## src/rtl/lvt_2w4r_select.sv

```systemverilog
// Live Value Table and read-select stage for a 2-write/4-read register file
// built from two 1-write/4-read banks (write port 0 -> bank 0, port 1 -> bank 1).
module lvt_2w4r_select #(
    parameter int DATA_WIDTH = 32,
    parameter int ADDR_WIDTH = 4,
    parameter bit BYPASS     = 1'b1
) (
    input  logic                  clock,
    input  logic                  reset_n,
    input  logic                  we_0,
    input  logic [ADDR_WIDTH-1:0] write_addr_0,
    input  logic [DATA_WIDTH-1:0] write_data_0,
    input  logic                  we_1,
    input  logic [ADDR_WIDTH-1:0] write_addr_1,
    input  logic [DATA_WIDTH-1:0] write_data_1,
    input  logic [ADDR_WIDTH-1:0] read_addr_0,
    input  logic [ADDR_WIDTH-1:0] read_addr_1,
    input  logic [ADDR_WIDTH-1:0] read_addr_2,
    input  logic [ADDR_WIDTH-1:0] read_addr_3,
    input  logic [DATA_WIDTH-1:0] bank0_data_0,
    input  logic [DATA_WIDTH-1:0] bank0_data_1,
    input  logic [DATA_WIDTH-1:0] bank0_data_2,
    input  logic [DATA_WIDTH-1:0] bank0_data_3,
    input  logic [DATA_WIDTH-1:0] bank1_data_0,
    input  logic [DATA_WIDTH-1:0] bank1_data_1,
    input  logic [DATA_WIDTH-1:0] bank1_data_2,
    input  logic [DATA_WIDTH-1:0] bank1_data_3,
    output logic [DATA_WIDTH-1:0] read_data_0,
    output logic [DATA_WIDTH-1:0] read_data_1,
    output logic [DATA_WIDTH-1:0] read_data_2,
    output logic [DATA_WIDTH-1:0] read_data_3,
    output logic                  collision,
    output logic [15:0]           collision_count
);

    localparam int DEPTH = 1 << ADDR_WIDTH;

    logic [DEPTH-1:0]      lvt_q, lvt_d;
    logic [DEPTH-1:0]      written_q, written_d;
    logic                  collision_q, collision_d;
    logic [15:0]           count_q, count_d;

    logic [ADDR_WIDTH-1:0] raddr [4];
    logic [DATA_WIDTH-1:0] bank0 [4];
    logic [DATA_WIDTH-1:0] bank1 [4];
    logic [DATA_WIDTH-1:0] rdata [4];

    // Port 1 is applied last so it owns the entry when both ports hit one address.
    always_comb begin
        lvt_d     = lvt_q;
        written_d = written_q;
        if (we_0) begin
            lvt_d[write_addr_0]     = 1'b0;
            written_d[write_addr_0] = 1'b1;
        end
        if (we_1) begin
            lvt_d[write_addr_1]     = 1'b1;
            written_d[write_addr_1] = 1'b1;
        end
        collision_d = we_0 & we_1 & (write_addr_0 == write_addr_1);
        count_d     = count_q;
        if (collision_d && (count_q != 16'hFFFF)) begin
            count_d = count_q + 16'd1;
        end
    end

    always_ff @(posedge clock or negedge reset_n) begin
        if (!reset_n) begin
            lvt_q       <= '0;
            written_q   <= '0;
            collision_q <= 1'b0;
            count_q     <= '0;
        end else begin
            lvt_q       <= lvt_d;
            written_q   <= written_d;
            collision_q <= collision_d;
            count_q     <= count_d;
        end
    end

    assign raddr[0] = read_addr_0;
    assign raddr[1] = read_addr_1;
    assign raddr[2] = read_addr_2;
    assign raddr[3] = read_addr_3;
    assign bank0[0] = bank0_data_0;
    assign bank0[1] = bank0_data_1;
    assign bank0[2] = bank0_data_2;
    assign bank0[3] = bank0_data_3;
    assign bank1[0] = bank1_data_0;
    assign bank1[1] = bank1_data_1;
    assign bank1[2] = bank1_data_2;
    assign bank1[3] = bank1_data_3;

    // Forwarding priority matches the write-collision rule, so the bypassed
    // value is exactly what the LVT will select on the following cycle.
    always_comb begin
        for (int k = 0; k < 4; k++) begin
            rdata[k] = lvt_q[raddr[k]] ? bank1[k] : bank0[k];
            if (BYPASS) begin
                if (we_1 && (write_addr_1 == raddr[k])) begin
                    rdata[k] = write_data_1;
                end else if (we_0 && (write_addr_0 == raddr[k])) begin
                    rdata[k] = write_data_0;
                end
            end
        end
    end

    assign read_data_0     = rdata[0];
    assign read_data_1     = rdata[1];
    assign read_data_2     = rdata[2];
    assign read_data_3     = rdata[3];
    assign collision       = collision_q;
    assign collision_count = count_q;

    we_known_a: assert property (@(posedge clock) disable iff (!reset_n)
        !$isunknown({we_0, we_1}));

endmodule

```

## config.mk

```make
export PLATFORM = sky130hd
export DESIGN_NAME = lvt_2w4r_select
export DESIGN_NICKNAME = d
export VERILOG_FILES = /design/src/rtl/lvt_2w4r_select.sv
export SDC_FILE = /design/constraint.sdc
export NUM_CORES = 1
export LEC_CHECK = 0
export ABC_AREA = 1
export BUFFER_PORTS_ARGS = -buffer_cell sky130_fd_sc_hd__buf_2
export CAP_MARGIN = 20
export CORE_AREA = 5 5 191 193
export DETAILED_ROUTE_END_ITERATION = 10
export DIE_AREA = 0 0 196 198
export GPL_TIMING_DRIVEN = 0
export SYNTH_ARGS = -nofsm -noshare
export SYNTH_HDL_FRONTEND = slang
export SYNTH_SLANG_ARGS = --single-unit
```

## constraint.sdc

```tcl
create_clock -name clock -period 2.8 [get_ports clock]
set_input_delay 0.14 -clock clock [delete_from_list [all_inputs] [get_ports clock]]
set_output_delay 0.14 -clock clock [all_outputs]
set_load 0.01 [all_outputs]
```

Word-level counts from Yosys, hierarchy flattened

Cells that the tools add are included.

$add $sub $neg: 1
$mul: 0
Div/mod/pow operators: 0
Magnitude comparators: 8
Equality and inequality tests: 10
Shifts and indexed selects: 0
Mux-type cells: 26
Bitwise gates (word level): 5
Reduce and logical (&&, ||, !) cells: 11

Operator list:

| operator                                                                             | count |
|---|---|
| 32-bit two-way mux                                                                   | 12 |
| 4-bit == test                                                                        | 9 |
| 16-bit two-way mux                                                                   | 2 |
| 4-bit by 5-bit < comparator with 1-bit output (second input constant)                | 6 |
| 16-bit by 1-bit adder with 16-bit output (second input constant)                     | 1 |
| 16-bit bitwise AND                                                                   | 1 |
| 1-bit binary-select mux with 4-bit select                                            | 4 |
| 16-bit inequality test (second input constant)                                       | 1 |
| 16-bit NOT                                                                           | 1 |
| 16-bit bitwise OR                                                                    | 1 |
| 1-bit logical AND                                                                    | 11 |
| 1-bit demux with 4-bit select                                                        | 2 |
| 4-bit by 1-bit greater-or-equal comparator with 1-bit output (second input constant) | 2 |
| 1-bit two-way mux                                                                    | 6 |
| 1-bit bitwise AND                                                                    | 2 |

Flip-flop bits (word level): 33
Bits in latches: 0
RAM bits: 0
Memory bits (read-only): 0
Input port bits: 348
Output and inout bits: 145
Logic and storage cells: 64
Memories: 0

Logic depth before layout (Yosys ltp)

Gate-level depths: netlist (run 1).

Word-level depth: 9
Mapped depth: 11
Gate-level depth less buffers: 10

Least setup slack after synthesis (run 1)

Ideal clock, no wire load.

Kind: register to register
From: register count_q[0], in the netlist collision_count[0]
To: register count_q[4], in the netlist collision_count[4]
Setup time: 117 ps
Data arrival time: 1595 ps
Setup slack: 1088 ps
Cell stages (with the launch flop): 11
Path buffers: 1
Path through: dfrtp_1 > ha_1 > nand2_1 > nor3_4 > nand2_2 > nor2_4 > nand2_2 > and3_4 > buf_6 > nand3b_1 > nand2_1

Longest elaborated chain between the ends: 2
Elaborated cells between the ends (all ways): 3
Classes of those cells: add/sub (1); eq/ne (1); reduce/logical (1)

Ends and longest elaborated chain:

| element                                                                          | RTL line | source |
|---|---|---|
| from (decl)                                                                      | 41       | `logic [15:0] count_q, count_d;` |
| from (signal assigned)                                                           | 77       | `count_q <= count_d;` |
| branches (longest 2 deep; another with 16-bit by 1-bit adder with 16-bit output) | -        |  |

Parallel ways; which one is timed is not known.
A chain may end at the register's enable or synchronous reset.

Final worst setup path (run 1)

From: register lvt_q[13]
To: output port read_data_0[20]

Longest elaborated chain between the ends: 5

Ends and longest elaborated chain:

| element                                   | RTL line | source |
|---|---|---|
| from (decl)                               | 38       | `logic [DEPTH-1:0] lvt_q, lvt_d;` |
| from (signal assigned)                    | 74       | `lvt_q <= lvt_d;` |
| 1-bit binary-select mux with 4-bit select | 98       | `rdata[k] = lvt_q[raddr[k]] ? bank1[k] : bank0[k];` |
| 1-bit two-way mux (implied by the code)   | 98       |  |
| 32-bit two-way mux                        | 98       |  |
| 32-bit two-way mux                        | 102      | `end else if (we_0 && (write_addr_0 == raddr[k])) begin` |
| 32-bit two-way mux                        | 100      | `if (we_1 && (write_addr_1 == raddr[k])) begin` |
| to (decl)                                 | 28       | `output logic [DATA_WIDTH-1:0] read_data_0,` |

No other way between the ends. The select of a mux whose other input is x is not followed.

==> impl_metrics.toml, run 1 <==
[status]
outcome = "complete, no violations"

[worst_setup_path]
crit_fanout = 10
cp-startpoint = "lvt_q[13]$_DFF_PN0_"
crit_path_top_delay_cell = "dfrtp_1"
reg2regPathDepth = 10
start_kind = "flop"
cp-end-kind = "output pin"
cp.depth = 11
crit_path_frequent_cell = "nand3_1"
r2r_end = "collision_count[6]$_DFFE_PN0P_"
reg2reg_slack_ns = 0.99
path_buf_inv = 3
worstSetupEndpoint = "read_data_0[20]"
path_cells = "inv_1, nand2_1, nand3_1, nand3_1, nand3_2, nand2_4, buf_6, nand2_1, nand3_1, a21oi_1, buf_2"
cpLargestDelayFamily = "simple AND/OR/NAND/NOR gates"
r2r-start = "collision_count[0]$_DFFE_PN0P_"
cp_data_required_time_ns = 2.66
cp_data_arrival_time_ns = 2.56
critPathMaxStageDelay_ns = 0.35
critical_path_class = "reg2out"

[clock_network]
cts_tree = "done"
cts.sinks = 33
root_buffer = "clkbuf_16"
htree_levels = 2
clk_path_buf_depth = 2
numCtsBuffers = 5
clkSlewWorstSetupHoldPaths_ns = 0.05
cts_setup_buffers = 0
worstSkewPairLatency_ns = 0.28

[floorplan]
io_pins = 493
die_y_um = 198
num_rows = 68
fp.dieArea_mm2 = 0.03881
core_area_mm2 = 0.03437
die_w_um = 196
initial_core_util_pct = 24.34

[logic_synthesis]
synth_edf_count = 0
yosysWarnings = 0
syn_area_mm2 = 0.008368
ys_types = 35
avgSynthCellArea_um2 = 4.905
synth_top_area_share_pct = 19.26
ys.flop_type = "dfrtp_1"
ys_seq_area_share_pct = 9.868
yosysTopAreaCell = "nand3_1"
async_flop_share_pct = 100.0
synth.most_common_cell = "nor2_1"
syn-num-nets = 2055
synth_cells = 1706
yosys-top-cells-area = "nand3_1 19%, nor2_1 18%, inv_1 15%"
synth_commonest_cells = "399 x nor2_1, 332 x inv_1, 322 x nand3_1"
ys_seq_elements = 33

[global_route]
grt_first_pass_wirelength_um = 76450
grt_pass1_vias = 12470
overflow = 0
antenna_found_initial = 8
grt_max_degree = 34
grt_util_all_layers_pct = 25.22

[timing]
hold_violations = 0
final_max_slew_viol_count = 0
fmax_mhz = 370.3
finalCriticalPeriod_ns = 2.700
tns_ns = 0
grt_setup_unrepaired = "false"
period_share_pct = 96.45
clock_skew_ns = 0.001378
worst_slew_pin_slew_ns = 0.7698
slew_headroom_pct = 48.68
finalSetupViolCount = 0

[routing]
final_antenna_net_count = 0
first_pass_iters = 6
num_vias = 13090
viasPerCell = 4.930
wl_um = 52770
drc = 0
avgRoutedWirePerCell_um = 19.88
first_iter_violations = 1061

[worst_hold_path]
hold_path_class = "in2reg"
worstHoldStart = "write_addr_1[0]"

[place]
placed_area_mm2 = 0.01135
dp_hpwl_um = 43580
place.gp.congestion = 0.9712
place.port_buffers = 483

[layout]
drive_gt1_share_pct = 28.89
area_growth_syn_to_layout_pct = 37.59
finish.instance_area_mm2 = 0.01151
final_nets = 2546

[power_and_ir_drop]
total_power_mw = 4.000
p_leak_nw = 7.109
p_per_area_mw_per_mm2 = 347.5
ir_drop_mv = 0.3154

[job]
max_cap_viol_count = 0
==> final cells by class <==
| cell class | count | area [um2] |
|---|---|---|
| timing repair buffer | 484 | 2427 |
| sequential | 33 | 825.8 |
| antenna | 2 | 5.005 |
| clock inverter | 2 | 10.01 |
| tap | 455 | 569.3 |
| multi-input combinational | 1223 | 5585 |
| buffer | 100 | 628.1 |
| clock buffer | 6 | 128.9 |
| fill | 4051 | 22860 |
| inverter | 350 | 1334 |
==> kinds of logic after synthesis <==
family / synth area share [%]
flip-flops: 9.868
AND/OR/NAND/NOR: 52.33
AO/OA/AOI/OAI: 12.32
adder cells (fa/ha/maj): 0.1495
XOR/XNOR: 1.884
buffers and inverters: 23.45
==> metrics by stage <==
step                      instances  util [%]  hold slack, ns  setup WS (ns)
after global routing           2654     33.49          0.2040     0.00008105
final                          2655     33.50          0.2010        0.09953
after CTS                      2653     33.48          0.1938        0.06562
after detailed placement       2644     33.03          0.2524         0.2677
after global placement         2644     33.03          0.2471         0.2061
after floorplan                1706         -         -0.1556          1.088
==> timing repair <==
action,CTS,global route
endpoints found under the setup margin,3,4
hold endpoints to repair,33,0
gates resized for setup,1,1
hold buffers,1,0
==> power by group <==
part / switching [mW] / leakage (nW) / internal [mW]
clock network: 0.201 / 0.0706 / 0.326
logic: 1.83 / 6.63 / 1.01
registers: 0.0657 / 0.410 / 0.568
total: 2.10 / 7.11 / 1.90
==> worst reg2reg max path, cell delays in order, from the launching register on <==
cell	delay (ns)
dfrtp_1	0.41
ha_1	0.21
nand2_1	0.11
nor3_4	0.25
nand2_2	0.12
nor2_4	0.10
nand2_2	0.06
and3_4	0.16
buf_6	0.14
nand3_1	0.07
nand2_1	0.06
==> placed cells by master, fill, tap and decap left out, types with 2 or more instances in the layout <==
cell type  Yosys  final
inv_2         14     15
buf_4         13     13
clkinv_2       0      2
clkinv_4       2      2
nand4_2        4      4
clkbuf_16      0      5
nand3_2       12     12
o32ai_1        4      4
clkbuf_1       6      7
xnor2_1       13     13
dfrtp_1       33     33
nand2_1      248    248
diode_2        0      2
nor3_2         2      2
nand4_1        2      2
buf_2         64    547
buf_6         16     16
nand3_1      322    322
inv_1        332    331
o21ai_0       30     30
nand2_2        7      6
o21ai_2        3      3
nor3_1         8      8
o22ai_1       18     18
inv_6          2      2
o21ai_1        6      6
xor2_1         5      5
nor2_1       399    399
a21oi_1      132    132
==> registers in the layout, summed over array words and instances, names as in the netlist <==
name,count
collision_count,16
collision,1
lvt_q,16
==> worst min path at each step <==
stage                                          end  slack, ns  depth (start not counted)
floorplan                      collision$_DFF_PN0_      -0.16                          0
global placement    collision_count[8]$_DFFE_PN0P_       0.25                          1
detailed placement  collision_count[8]$_DFFE_PN0P_       0.25                          1
CTS                            lvt_q[12]$_DFF_PN0_       0.19                          2
global route                   lvt_q[12]$_DFF_PN0_       0.20                          2
finish                         lvt_q[12]$_DFF_PN0_       0.20                          2
==> metal layers <==
metal / global-route usage [%] / part of all wire [%]
met1: 34.14 / 42
met5: 0 / 0.10
met2: 43.22 / 47
met3: 3.182 / 8.0
met4: 5.379 / 2.2
(Power assumes the default switching activity.)
==> run 2: changes to the inputs <==
--- a/config.mk
+++ b/config.mk
@@ -12,6 +12,7 @@
 export DETAILED_ROUTE_END_ITERATION = 10
 export DIE_AREA = 0 0 196 198
 export GPL_TIMING_DRIVEN = 0
+export RECOVER_POWER = 100
 export SYNTH_ARGS = -nofsm -noshare
 export SYNTH_HDL_FRONTEND = slang
 export SYNTH_SLANG_ARGS = --single-unit
==> constraint.sdc (replaced) <==
create_clock -name clock -period 2.4 [get_ports clock]
set_input_delay 0.12 -clock clock [delete_from_list [all_inputs] [get_ports clock]]
set_output_delay 0.12 -clock clock [all_outputs]
set_load 0.01 [all_outputs]
==> run 2 against run 1 <==
Power up 19%. Via count about the same. Worst hold slack worse by 0.012 ns. Critical path type unchanged. Setup slack worse by 0.036 ns. Global-route usage up 0.16 points.
==> impl_metrics.toml, run 2 (same netlist as run 1, synthesis figures left out) <==
[status]
outcome = "complete, no violations"

[worst_setup_path]
cp_data_arrival_time_ns = 2.22
start_kind = "flop"
reg2regPathDepth = 10
critical_path_class = "reg2out"
crit_fanout = 10
cp_data_required_time_ns = 2.28
cp-end-kind = "output pin"

[layout]
drive_gt1_share_pct = 29.87
final_nets = 2554
finish.instance_area_mm2 = 0.01174
final_common_cell = "buf_2"
final_cell_mix = "528 x buf_2, 400 x nor2_1, 316 x nand3_1, 316 x inv_1, 249 x nand2_1"
area_growth_syn_to_layout_pct = 40.25

[power_and_ir_drop]
ir_drop_mv = 0.3742
p_leak_nw = 7.111
p_per_area_mw_per_mm2 = 405.8

[global_route]
use_met2_pct = 43.36
grt_util_all_layers_pct = 25.38
grt_pass1_vias = 12510
grt-busiest-layer = "met2"
grtUsageMet3_pct = 3.301
met1_usage_pct = 34.42
grt_max_degree = 34
grt_first_pass_wirelength_um = 76890
overflow = 0
antenna_found_initial = 7

[timing]
finalSetupViolCount = 0
finalCriticalPeriod_ns = 2.336
slew_headroom_pct = 43.71
period_share_pct = 97.35
fmax_mhz = 428.0
tns_ns = 0
final_max_slew_viol_count = 0
worst_slew_pin_slew_ns = 0.8444
hold_violations = 0
clock_skew_ns = 0.001288

[routing]
first_pass_iters = 5
avgRoutedWirePerCell_um = 19.84
first_iter_violations = 952
num_vias = 13100
wl_um = 52860
final_antenna_net_count = 0
drc = 0
viasPerCell = 4.917

[place]
dp_hpwl_um = 43580
placed_area_mm2 = 0.01135
place.port_buffers = 483
place.gp.congestion = 0.9712

[clock_network]
numCtsBuffers = 5
worstSkewPairLatency_ns = 0.27
cts.sinks = 33
cts_tree = "done"
clkSlewWorstSetupHoldPaths_ns = 0.05
root_buffer = "clkbuf_16"
htree_levels = 2
clk_path_buf_depth = 2

[job]
max_cap_viol_count = 0

[worst_hold_path]
whs_path_depth = 2
hold_path_class = "in2reg"

[floorplan]
die_w_um = 196
initial_core_util_pct = 24.34
die_y_um = 198
num_rows = 68
io_pins = 493
core_area_mm2 = 0.03437
fp.dieArea_mm2 = 0.03881
==> run 2: changes by cell type in the layout (fill, tap and decap cells not counted), moves of 6 or more <==
cell	before	now
a21oi_1	132	114
a21oi_2	1	19
buf_2	547	528
clkbuf_1	7	26
inv_1	331	316
inv_2	15	29
nand3_1	322	316
nand3_4	0	8
==> run 2: metrics by stage <==
stage	utilization [%]	hold slack (ns)	cells	setup slack [ns]	power (mW)
5_1_grt	34.13	0.1840	2662	-0.03819	5.100
6_report	34.14	0.1886	2664	0.06370	4.763
2_1_floorplan	-	-0.1756	1706	0.6878	2.516
3_3_place_gp	33.03	0.2271	2644	-0.1739	4.012
4_1_cts	33.84	0.1738	2655	0.001128	4.711
3_5_place_dp	33.03	0.2324	2644	-0.1123	4.021
==> run 2: worst max-delay path, cell delays in order, from the launching register on <==
cell	delay, ns
dfrtp_1	0.40
inv_4	0.09
nand2_1	0.06
nand3_1	0.08
nand3_2	0.10
nand3_4	0.17
buf_12	0.20
buf_2	0.18
nand3_1	0.13
nand3_1	0.20
a21oi_2	0.17
buf_2	0.16
==> run 2: worst paths after layout <==
check | startpoint | end | slack, ns
min in group asynchronous | reset_n | collision_count[15]$_DFFE_PN0P_ | 0.48
worst max-delay path | lvt_q[7]$_DFF_PN0_ | read_data_0[22] | 0.06
worst min register to register | lvt_q[10]$_DFF_PN0_ | lvt_q[10]$_DFF_PN0_ | 0.53
max in group asynchronous | reset_n | lvt_q[15]$_DFF_PN0_ | 1.39
worst max register to register | collision_count[0]$_DFFE_PN0P_ | collision_count[1]$_DFFE_PN0P_ | 0.29
worst min-delay path | write_addr_1[1] | lvt_q[12]$_DFF_PN0_ | 0.19
==> run 2: timing repair <==
| item | CTS | global route |
|---|---|---|
| setup endpoints to repair | 100 | 63 |
| resized for setup | 25 | 28 |
| hold endpoints to repair | 33 | 0 |
| hold buffers | 1 | 0 |
| pin swaps | 2 | 8 |
| setup buffers | 2 | 6 |
==> run 2: area by class of cell <==
cell class	count	area, um2
clock inverters	2	10.01
clock buffers	6	128.9
well taps	455	569.3
inverters	350	1336
multi-input cells	1223	5736
flip-flops and latches	33	825.8
repair buffers	492	2501
fillers	4038	22640
diodes	3	7.507
plain buffers	100	621.8
==> run 2: routing by layer <==
layer / vias up / share of wire [%]
met5: - / 0.091
met4: 8 / 2.0
met3: 75 / 7.7
met2: 630 / 48
met1: 6111 / 43
li1: 6276 / -
==> run 2: power by group <==
group	leakage (nW)	switching [mW]	total [mW]	internal [mW]
clock network	0.0706	0.228	0.608	0.380
registers	0.410	0.0889	0.752	0.663
logic	6.63	2.18	3.40	1.23
total	7.11	2.49	4.76	2.27
